<file path="src/rtl/macc4_pkg.sv">
`default_nettype none
// ============================================================================
//  Module      : macc4_pkg
//  Description : Shared definitions for the macc4 sequencer CFU: the 3-bit
//                command opcodes and the sequencer FSM state encoding.
//  Revision    : 1.0 - initial release
// ============================================================================
package macc4_pkg;

    localparam logic [2:0] OP_SET_OFF  = 3'd0;
    localparam logic [2:0] OP_SET_ACC  = 3'd1;
    localparam logic [2:0] OP_PUSH_FLT = 3'd2;
    localparam logic [2:0] OP_PUSH_IN  = 3'd3;
    localparam logic [2:0] OP_RUN      = 3'd4;
    localparam logic [2:0] OP_GET_ACC  = 3'd5;
    localparam logic [2:0] OP_CLEAR    = 3'd6;
    localparam logic [2:0] OP_RSVD     = 3'd7;

    typedef enum logic [1:0] {
        ST_IDLE = 2'd0,
        ST_RUN  = 2'd1,
        ST_RESP = 2'd2
    } state_t;

endpackage : macc4_pkg
`default_nettype wire

</file>
<file path="src/rtl/macc4_lane.sv">
`default_nettype none
// ============================================================================
//  Module      : macc4_lane
//  Description : Registered 4-lane int8 multiply-accumulate.
//                acc_out <= acc_in + sum_k f_k * (x_k + input_offset)
//                when en is high; all arithmetic is 32-bit and wraps.
//  Ports       : clk          - clock, rising edge
//                filt         - four signed int8 filter bytes
//                inp          - four signed int8 input bytes
//                input_offset - 32-bit offset added to every input byte
//                acc_in       - accumulator value to add onto
//                en           - load acc_out this cycle
//                acc_out      - registered accumulator result
//  Revision    : 1.0 - initial release
// ============================================================================
module macc4_lane (
    input  logic        clk,
    input  logic [31:0] filt,
    input  logic [31:0] inp,
    input  logic [31:0] input_offset,
    input  logic [31:0] acc_in,
    input  logic        en,
    output logic [31:0] acc_out
);

    logic [31:0] dot;

    // Bytes are sign-extended explicitly so the 32-bit products and sums are
    // plain modulo-2^32 arithmetic identical to two's complement.
    always_comb begin
        logic [31:0] f_ext;
        logic [31:0] x_ext;
        dot = 32'd0;
        for (int k = 0; k < 4; k++) begin
            f_ext = {{24{filt[8*k+7]}}, filt[8*k +: 8]};
            x_ext = {{24{inp[8*k+7]}},  inp[8*k +: 8]};
            dot   = dot + f_ext * (x_ext + input_offset);
        end
    end

    // No reset here: the owner clears the accumulator by pulsing en with a
    // zero filter and a zero acc_in.
    always_ff @(posedge clk) begin
        if (en) begin
            acc_out <= acc_in + dot;
        end
    end

endmodule : macc4_lane
`default_nettype wire

</file>
<file path="src/rtl/macc4_sequencer.sv">
`default_nettype none
// ============================================================================
//  Module      : macc4_sequencer
//  Description : Multi-cycle CFU running the 4-lane int8 MACC over two local
//                operand buffers (filter / input), one word per cycle.
//  Ports       : clk, reset (sync, active-low)
//                cmd_valid / cmd_ready, cmd_payload_function_id[2:0],
//                cmd_payload_inputs_0[31:0], cmd_payload_inputs_1[31:0]
//                rsp_valid / rsp_ready, rsp_payload_response_ok,
//                rsp_payload_outputs_0[31:0]
//  Revision    : 1.0 - initial release
// ============================================================================
module macc4_sequencer #(
    parameter int DEPTH = 16,
    parameter int AW    = 4
) (
    input  logic        clk,
    input  logic        reset,
    input  logic        cmd_valid,
    output logic        cmd_ready,
    input  logic [2:0]  cmd_payload_function_id,
    input  logic [31:0] cmd_payload_inputs_0,
    input  logic [31:0] cmd_payload_inputs_1,
    output logic        rsp_valid,
    input  logic        rsp_ready,
    output logic        rsp_payload_response_ok,
    output logic [31:0] rsp_payload_outputs_0
);

    import macc4_pkg::*;

    localparam logic [AW:0] FULL = (AW+1)'(DEPTH);

    state_t      state;
    state_t      state_next;
    logic        ready;

    logic [31:0] fbuf [DEPTH];
    logic [31:0] ibuf [DEPTH];
    logic [AW:0] ffill;
    logic [AW:0] ifill;

    logic [31:0] offset;
    logic [31:0] acc;
    logic [31:0] out_q;
    logic        ok_q;
    logic        use_acc;

    logic [AW:0] run_n;
    logic [AW:0] rd_idx;
    logic        rd_valid;
    logic [31:0] fdata;
    logic [31:0] idata;

    logic        lane_en;
    logic [31:0] lane_filt;
    logic [31:0] lane_acc_in;

    logic        accept;
    logic [2:0]  op;
    logic [31:0] arg_a;
    logic [AW:0] arg_n;
    logic [AW:0] min_fill;
    logic        ffull;
    logic        ifull;
    logic        run_start;
    logic        run_done;

    assign accept    = cmd_valid & ready;
    assign op        = cmd_payload_function_id;
    assign arg_a     = cmd_payload_inputs_0;
    assign arg_n     = arg_a[AW:0];
    assign min_fill  = (ffill < ifill) ? ffill : ifill;
    assign ffull     = (ffill == FULL);
    assign ifull     = (ifill == FULL);
    assign run_start = accept && (op == OP_RUN) && (arg_n != '0) && (arg_n <= min_fill);
    // Last word is in the read register and gets accumulated this cycle.
    assign run_done  = (state == ST_RUN) && rd_valid && (rd_idx == run_n);

    // ------------------------------------------------------------------ FSM
    always_ff @(posedge clk) begin
        if (!reset) begin
            state <= ST_IDLE;
        end else begin
            state <= state_next;
        end
    end

    always_comb begin
        state_next = state;
        case (state)
            ST_IDLE: if (accept)    state_next = run_start ? ST_RUN : ST_RESP;
            ST_RUN:  if (run_done)  state_next = ST_RESP;
            ST_RESP: if (rsp_ready) state_next = ST_IDLE;
            default:                state_next = ST_IDLE;
        endcase
    end

    // Registered ready keeps cmd_ready low while reset is held and makes it
    // rise only in the cycle after a response handshake.
    always_ff @(posedge clk) begin
        if (!reset) begin
            ready <= 1'b0;
        end else begin
            ready <= (state_next == ST_IDLE);
        end
    end

    // ------------------------------------------------------------- datapath
    always_ff @(posedge clk) begin
        if (!reset) begin
            offset   <= 32'd0;
            ffill    <= '0;
            ifill    <= '0;
            ok_q     <= 1'b1;
            out_q    <= 32'd0;
            use_acc  <= 1'b0;
            run_n    <= '0;
            rd_idx   <= '0;
            rd_valid <= 1'b0;
        end else begin
            if (accept) begin
                ok_q    <= 1'b1;
                out_q   <= 32'd0;
                use_acc <= 1'b0;
                case (op)
                    OP_SET_OFF: begin
                        offset <= arg_a;
                        out_q  <= arg_a;
                    end
                    OP_SET_ACC: begin
                        out_q <= arg_a;
                    end
                    OP_PUSH_FLT: begin
                        if (ffull) begin
                            ok_q  <= 1'b0;
                            out_q <= {{(31-AW){1'b0}}, ffill};
                        end else begin
                            ffill <= ffill + 1'b1;
                            out_q <= {{(31-AW){1'b0}}, ffill + 1'b1};
                        end
                    end
                    OP_PUSH_IN: begin
                        if (ifull) begin
                            ok_q  <= 1'b0;
                            out_q <= {{(31-AW){1'b0}}, ifill};
                        end else begin
                            ifill <= ifill + 1'b1;
                            out_q <= {{(31-AW){1'b0}}, ifill + 1'b1};
                        end
                    end
                    OP_RUN: begin
                        // Result is the live accumulator once the run drains.
                        use_acc <= 1'b1;
                        ok_q    <= (arg_n <= min_fill);
                        run_n   <= arg_n;
                        rd_idx  <= '0;
                    end
                    OP_GET_ACC: begin
                        use_acc <= 1'b1;
                    end
                    OP_CLEAR: begin
                        ffill <= '0;
                        ifill <= '0;
                    end
                    default: ;
                endcase
            end

            if (state == ST_RUN) begin
                rd_valid <= (rd_idx != run_n);
                if (rd_idx != run_n) begin
                    rd_idx <= rd_idx + 1'b1;
                end
            end else begin
                rd_valid <= 1'b0;
            end
        end
    end

    // -------------------------------------------------------------- buffers
    always_ff @(posedge clk) begin
        if (reset && accept && (op == OP_PUSH_FLT) && !ffull) begin
            fbuf[ffill[AW-1:0]] <= arg_a;
        end
        if (reset && accept && (op == OP_PUSH_IN) && !ifull) begin
            ibuf[ifill[AW-1:0]] <= arg_a;
        end
    end

    always_ff @(posedge clk) begin
        fdata <= fbuf[rd_idx[AW-1:0]];
        idata <= ibuf[rd_idx[AW-1:0]];
    end

    // ------------------------------------------------------------- MAC lane
    // The lane register is the accumulator. Reset and SET_ACC load it by
    // feeding a zero filter word, so the dot product term vanishes.
    always_comb begin
        lane_en     = 1'b0;
        lane_filt   = fdata;
        lane_acc_in = acc;
        if (!reset) begin
            lane_en     = 1'b1;
            lane_filt   = 32'd0;
            lane_acc_in = 32'd0;
        end else if (accept && (op == OP_SET_ACC)) begin
            lane_en     = 1'b1;
            lane_filt   = 32'd0;
            lane_acc_in = arg_a;
        end else if ((state == ST_RUN) && rd_valid) begin
            lane_en     = 1'b1;
        end
    end

    macc4_lane u_lane (
        .clk          (clk),
        .filt         (lane_filt),
        .inp          (idata),
        .input_offset (offset),
        .acc_in       (lane_acc_in),
        .en           (lane_en),
        .acc_out      (acc)
    );

    // -------------------------------------------------------------- outputs
    assign cmd_ready               = ready;
    assign rsp_valid               = (state == ST_RESP);
    assign rsp_payload_response_ok = ok_q;
    assign rsp_payload_outputs_0   = use_acc ? acc : out_q;

endmodule : macc4_sequencer
`default_nettype wire

</file>
<file path="config.mk">
export PLATFORM = sky130hd
export DESIGN_NAME = macc4_sequencer
export DESIGN_NICKNAME = d
export VERILOG_FILES = /design/src/rtl/macc4_pkg.sv /design/src/rtl/macc4_lane.sv /design/src/rtl/macc4_sequencer.sv
export SDC_FILE = /design/constraint.sdc
export NUM_CORES = 2
export LEC_CHECK = 0
export BUFFER_PORTS_ARGS = -buffer_cell sky130_fd_sc_hd__buf_2
export CORE_MARGIN = 2
export CORE_UTILIZATION = 40
export CTS_BUF_LIST = sky130_fd_sc_hd__clkbuf_4 sky130_fd_sc_hd__clkbuf_8
export CTS_CLUSTER_DIAMETER = 30
export DETAILED_ROUTE_END_ITERATION = 7
export MAX_ROUTING_LAYER = met4
export SLEW_MARGIN = 15
export SYNTH_ARGS = -nofsm -noshare
export SYNTH_HDL_FRONTEND = slang
export SYNTH_SLANG_ARGS = --single-unit
</file>
<file path="constraint.sdc">
create_clock -name clk -period 9.4 [get_ports clk]
set_input_delay 0.94 -clock clk [delete_from_list [all_inputs] [get_ports clk]]
set_output_delay 0.94 -clock clk [all_outputs]
set_load 0.005 [all_outputs]
</file>
======== Yosys cells after proc, flatten, opt, wreduce, memory -nomap -nowiden ========
Memory sizes are Yosys's and may differ from the RTL's. A register that Yosys moved wholly into a read port is not among the register bits.
Index checks and enable logic that the tools add are counted.
storage, ports and cells
  memories kept ........................... 2
  output and inout bits ................... 35
  bits in writable memories ............... 1,024
  bits in registers ....................... 122
  input port bits ......................... 71
operators by class
  $add $sub $neg .......................... 11
  $lt $le $gt $ge ......................... 2
  mux-type cells .......................... 33
  multiply operators ...................... 4
  reduce and logical (&&, ||, !) cells .... 26
  equality and inequality tests ........... 14
  bitwise logic cells ..................... 1
memory list
  memory  words  bits a word  rd ports  clocked after memory_dff  wr ports  RTL line               source
  fbuf    16     32           1         1                         1         macc4_sequencer.sv:38  logic [31:0] fbuf [DEPTH];
  ibuf    16     32           1         1                         1         macc4_sequencer.sv:39  logic [31:0] ibuf [DEPTH];
operators by type and width
  cell                                                              count
  32-bit adder                                                      8
  32-bit 2-to-1 mux                                                 5
  8-bit by 32-bit multiplier with 32-bit output                     4
  32-bit one-hot mux with 3 select lines                            1
  5-bit 2-to-1 mux                                                  9
  5-bit one-hot mux with 2 select lines                             2
  5-bit by 1-bit adder with 5-bit output (second input constant)    3
  1-bit logical AND                                                 11
  5-bit == test (second input constant)                             2
  1-bit 2-to-1 mux                                                  10
  3-bit == test (second input constant)                             3
  2-bit 2-to-1 mux                                                  4
  3-bit by 2-bit == test with 1-bit output (second input constant)  2
  2-bit one-hot mux with 3 select lines                             1
  2-bit AND reduction                                               3
  3-bit AND reduction                                               2
  5-bit == test                                                     1
  5-bit <= comparator                                               1
  5-bit < comparator                                                1
  5-bit inequality test                                             1
  5-bit nonzero test                                                1
  2-bit zero test                                                   2
  2-bit inequality test (second input constant)                     2
  2-bit nonzero test                                                2
  8 further kinds                                                   10

======== Longest topological paths before layout ========
  depth in word-level cells ............... 9
  mapped depth ............................ 41
  mapped depth without buffers ............ 41

======== Cells and area by module ========
From an unflattened synthesis, not the netlist that was laid out.
unflattened totals
  cell total of the unflattened synthesis .. 6,331
  area, all modules ....................... 79,934.2 um2
modules (own cells, without submodules)
  module           seq. area each (um2)  area an instance (um2)  times used  cells each
  macc4_sequencer  33,832.4              45,442.3                1           2,429
  macc4_lane       960.9                 34,491.8                1           3,902

======== Worst setup path before layout ========
Ideal clock, no wire load.
  kind .................................... in2reg
  start point ............................. in reset
  end point ............................... reg u_lane.acc_out[31], data pin
  stages on the path ...................... 35
  slack ................................... -575 ps
  buffers on the path ..................... 6
  library setup time ...................... 269 ps
  data arrival time ....................... 9,706 ps
  cells stage by stage .................... clkbuf_1 -> inv_2 -> nor2_1 -> clkbuf_1 -> clkbuf_1 -> clkbuf_1 -> clkbuf_1 -> and2_1 -> clkbuf_1 -> nand2_1 -> fa_1 -> fa_1 -> fa_1 -> inv_1 -> fa_1 -> inv_1 -> fa_1 -> fa_1 -> fa_1 -> inv_1 -> fa_1 -> ha_1 -> a21o_1 -> a21oi_1 -> nor2b_1 -> o21a_1 -> a21oi_1 -> a21oi_1 -> a21oi_1 -> a21oi_1 -> nand4_1 -> a31oi_1 -> a311oi_1 -> xnor3_1 -> xor3_1
between the ends
  word-level cells in the longest chain between the ends .. 6
  elaborated cells between the ends (all ways) .. 10
  those cells by class .................... 4 x add/sub; 4 x mul; 2 x mux
ends and longest elaborated chain
  item                                           RTL line                source
  from (decl)                                    macc4_sequencer.sv:18   input logic reset,
  32-bit 2-to-1 mux                              macc4_sequencer.sv:203  if (!reset) begin
  8-bit by 32-bit multiplier with 32-bit output  macc4_lane.sv:37        dot = dot + f_ext * (x_ext + input_offset);
  32-bit adder (3 in series)                     macc4_lane.sv:37
  32-bit adder *                                 macc4_lane.sv:45        acc_out <= acc_in + dot;
  to (signal assigned)                           macc4_lane.sv:45
  to (decl)                                      macc4_lane.sv:23        output logic [31:0] acc_out
Every way passes the cells marked *; elsewhere a longest branch is shown, timed or not.
A chain may end at the register's enable or synchronous reset.

======== Worst setup path after layout ========
  start point ............................. reg offset[0]
  end point ............................... reg u_lane.acc_out[28], data pin
between the ends
  word-level cells in the longest chain between the ends .. 6
  elaborated cells between the ends (all ways) .. 12
  those cells by class .................... 8 x add/sub; 4 x mul
ends and longest elaborated chain
  item                                           RTL line                source
  from (decl)                                    macc4_sequencer.sv:43   logic [31:0] offset;
  from (signal assigned)                         macc4_sequencer.sv:128  offset <= arg_a;
  32-bit adder                                   macc4_lane.sv:37
  8-bit by 32-bit multiplier with 32-bit output  macc4_lane.sv:37
  32-bit adder (2 in series)                     macc4_lane.sv:37
  32-bit adder *                                 macc4_lane.sv:37
  32-bit adder *                                 macc4_lane.sv:45
Marks and branches as above.

==> impl_metrics.toml <==
[sta]
rsz0062_at_grt = "yes"
layout_min_cycle_time_ns = 9.63
max_freq_mhz = 104
relSlewSlack = 0.214
fin_crit_sh = 1.02
finClkSkew_ns = 0.0935
hold_viol_final = 0
setup_viol = 5
slew_violations = 0
final.setup.worst_slack_ns = -0.230
setup_tns_ns = -0.881
tightest_slew_ns = 1.18

[die]
die_y_microns = 449
start_util = 0.402
die_w_microns = 449
coreArea_sq_um = 197000
rows = 163
dieArea_sq_um = 202000
io_pins = 106

[detailed_routing]
drc_errors = 0
viasPerCell = 5.32
top_layer = "met4"
wl_per_cell_microns = 26.6
wl_met1_microns = 106000
postRouteAntennaNets = 0
route.met3.wl_microns = 18900
wl_met2_microns = 129000
via_count = 53819
drt_first_pass_iters = 6
dr.first_iter.drc_count = 5487
wirelength_microns = 270000

[global_route]
grt_max_degree = 136
grt_pass1_vias = 55664
overflow = 0
track_usage = 0.275
grt_pass1_wl_microns = 387000
antenna_found_initial = 20

[synth]
yosysTopAreaCell = "edfxtp_1"
synthArstFlopShare = 0
synth_ff_type = "edfxtp_1"
ys_ff_latch = 1210
ys_warn_count = 0
synth_cells = 6141
synth.top_cell.area_share = 0.400
ys_seq_area_frac = 0.439
synth.avg_cell_area_sq_um = 12.9
synth_nets = 7302
synth_cell_types = 93
synth_edf_count = 1056
syn_area_sq_um = 79300
ys_top_cells_by_area = "edfxtp_1 40%, fa_1 21%, mux4_2 9.1%"

[clocking]
path_clk_slew_ns = 0.06
htreeDepth = 4
cts_root_buffer = "clkbuf_8"
insertion_delay_ns = 1.00
cts_tree = "yes"
numCtsBuffers = 224
cts_buffer_depth = 3
cts_num_sinks = 1210
cts_hold_buf = 0

[power_and_ir_drop]
p_sw_frac = 0.391
p_switching_w = 0.0122
ir_drop_uv = 1020
internal_power_w = 0.0190
combPwrFrac = 0.604
finalPower_w = 0.0312
pwr-share-clk = 0.182
leakage_nw = 39.8
p_seq_frac = 0.213
p_per_area_nw_per_um2 = 320

[setup_path]
cp-start-kind = "flop"
arrival_ns = 10.36
cp-end-kind = "flop"
path_delay_family = "adder cells"
slowest_delay_ns = 0.62
cp_num_buf_inv = 10
critPathSlowestCell = "fa_2"
critPathMostFrequentCell = "fa_2"
critPathKind = "reg -> reg"
required_ns = 10.13
crit_fanout = 4

[outcome]
violations = "setup timing"
status = "finished, violations left"

[cells_and_area]
drive_gt1_frac = 0.298
fin_util = 0.494
syn_to_final_growth_pct = 23.0
final_cells = 10122
finalNetCount = 8421

[flow_run]
max-cap-violations = 0

[place]
dp_cells = 9621
dp_hpwl_microns = 202000
io_buffers = 73
gp_congestion = 0.994

[min_path]
hold_path.class = "reg -> reg"
## sequential cells by signal, indices dropped and copies added (netlist names), 32 cells and up
name	count
idata	32
offset	32
fdata	32
ibuf	512
out_q	32
u_lane.acc_out	32
fbuf	512
## synthesized netlist by cell type (9+ instances only)
master	n
a211oi_1	21
a21o_1	65
a21oi_1	206
a22oi_1	33
a31oi_1	17
and2_1	102
and3_1	62
buf_1	30
clkbuf_1	195
dfxtp_1	154
edfxtp_1	1056
fa_1	829
ha_1	261
inv_1	861
mux2_2	33
mux2i_1	9
mux4_2	320
nand2_1	750
nand2b_1	68
nand3_1	42
nand4_1	12
nor2_1	406
nor2b_1	20
nor3_1	44
o211ai_1	10
o21a_1	25
o21ai_0	71
o21ai_1	13
o21bai_1	25
or2_2	45
xnor2_1	148
xor2_1	65
## routing by layer
metal / GRT usage / vias to the layer above
li1: - / 23205
met5: - / -
met2: 0.436 / 2148
met4: 0.125 / 0
met3: 0.0359 / 414
met1: 0.352 / 28052
## through the flow
| step | hold slack, ns | setup slack [ns] | area [sq um] |
|---|---|---|---|
| global placement | 0.454 | -0.767 | 90600 |
| detailed placement | 0.467 | -0.849 | 90600 |
| CTS | 0.374 | -0.268 | 96700 |
| finish | 0.476 | -0.230 | 97500 |
| floorplan | 0.448 | -0.000422 | 79400 |
| global route | 0.440 | -0.563 | 97500 |
## worst min-delay path: stages (launching register included)
cell and delay, ns:
dfxtp_1 0.32, nand2_1 0.05, a21oi_1 0.06
## logic make-up after synthesis
group,Yosys count,synth area share
compound gates,557,0.0451
xor+xnor,227,0.0272
fa+ha+maj,1090,0.251
buf+inv,1094,0.0520
flops,1210,0.439
mux,362,0.0968
simple gates,1601,0.0894
## cell type report
type / instances / area (sq um)
fillers: 17328 / 99700
multi-input cells: 3837 / 41800
flip-flops and latches: 1210 / 34800
repair buffers: 1122 / 9060
clock buffers: 296 / 3740
well taps: 2640 / 3300
inverters: 865 / 3250
clock inverters: 131 / 1480
diodes: 21 / 52.6
## placed cells by master (no fill, tap or decap), types with 65 or more instances in the layout
master,instances
a21o_1,65
edfxtp_1,1056
nor2_1,371
clkbuf_8,243
buf_4,975
xnor2_1,130
ha_1,233
mux4_2,320
fa_1,800
and2_1,101
inv_1,841
dfxtp_1,135
nand2_1,740
a21oi_1,171
buf_2,73
## power groups by stage
| stage | clock [W] | sequential [W] | combinational, W |
|---|---|---|---|
| 2_1_floorplan | 0 | 0.00670 | 0.0100 |
| 3_3_place_gp | 0 | 0.00678 | 0.0168 |
| 3_5_place_dp | 0 | 0.00677 | 0.0167 |
| 4_1_cts | 0.00578 | 0.00667 | 0.0182 |
| 5_1_grt | 0.00602 | 0.00667 | 0.0208 |
| 6_report | 0.00570 | 0.00667 | 0.0189 |
## worst paths after layout
path | from | endpoint | slack, ns | cells past startpoint
worst min register to register | run_n[2]$_SDFFE_PN0P_ | run_n[2]$_SDFFE_PN0P_ | 0.48 | 2
worst min-delay path | run_n[2]$_SDFFE_PN0P_ | run_n[2]$_SDFFE_PN0P_ | 0.48 | 2
worst max register to register | offset[0]$_SDFFE_PN0P_ | u_lane.acc_out[28]$_DFFE_PP_ | -0.23 | 40
worst max-delay path | offset[0]$_SDFFE_PN0P_ | u_lane.acc_out[28]$_DFFE_PP_ | -0.23 | 40
## what timing repair did
action,CTS,global route
endpoints found under the setup margin,10,11
gates resized for setup,133,142
buffers inserted,31,24
pin swaps,89,126
No activity file was read; power rests on OpenSTA's default activity.
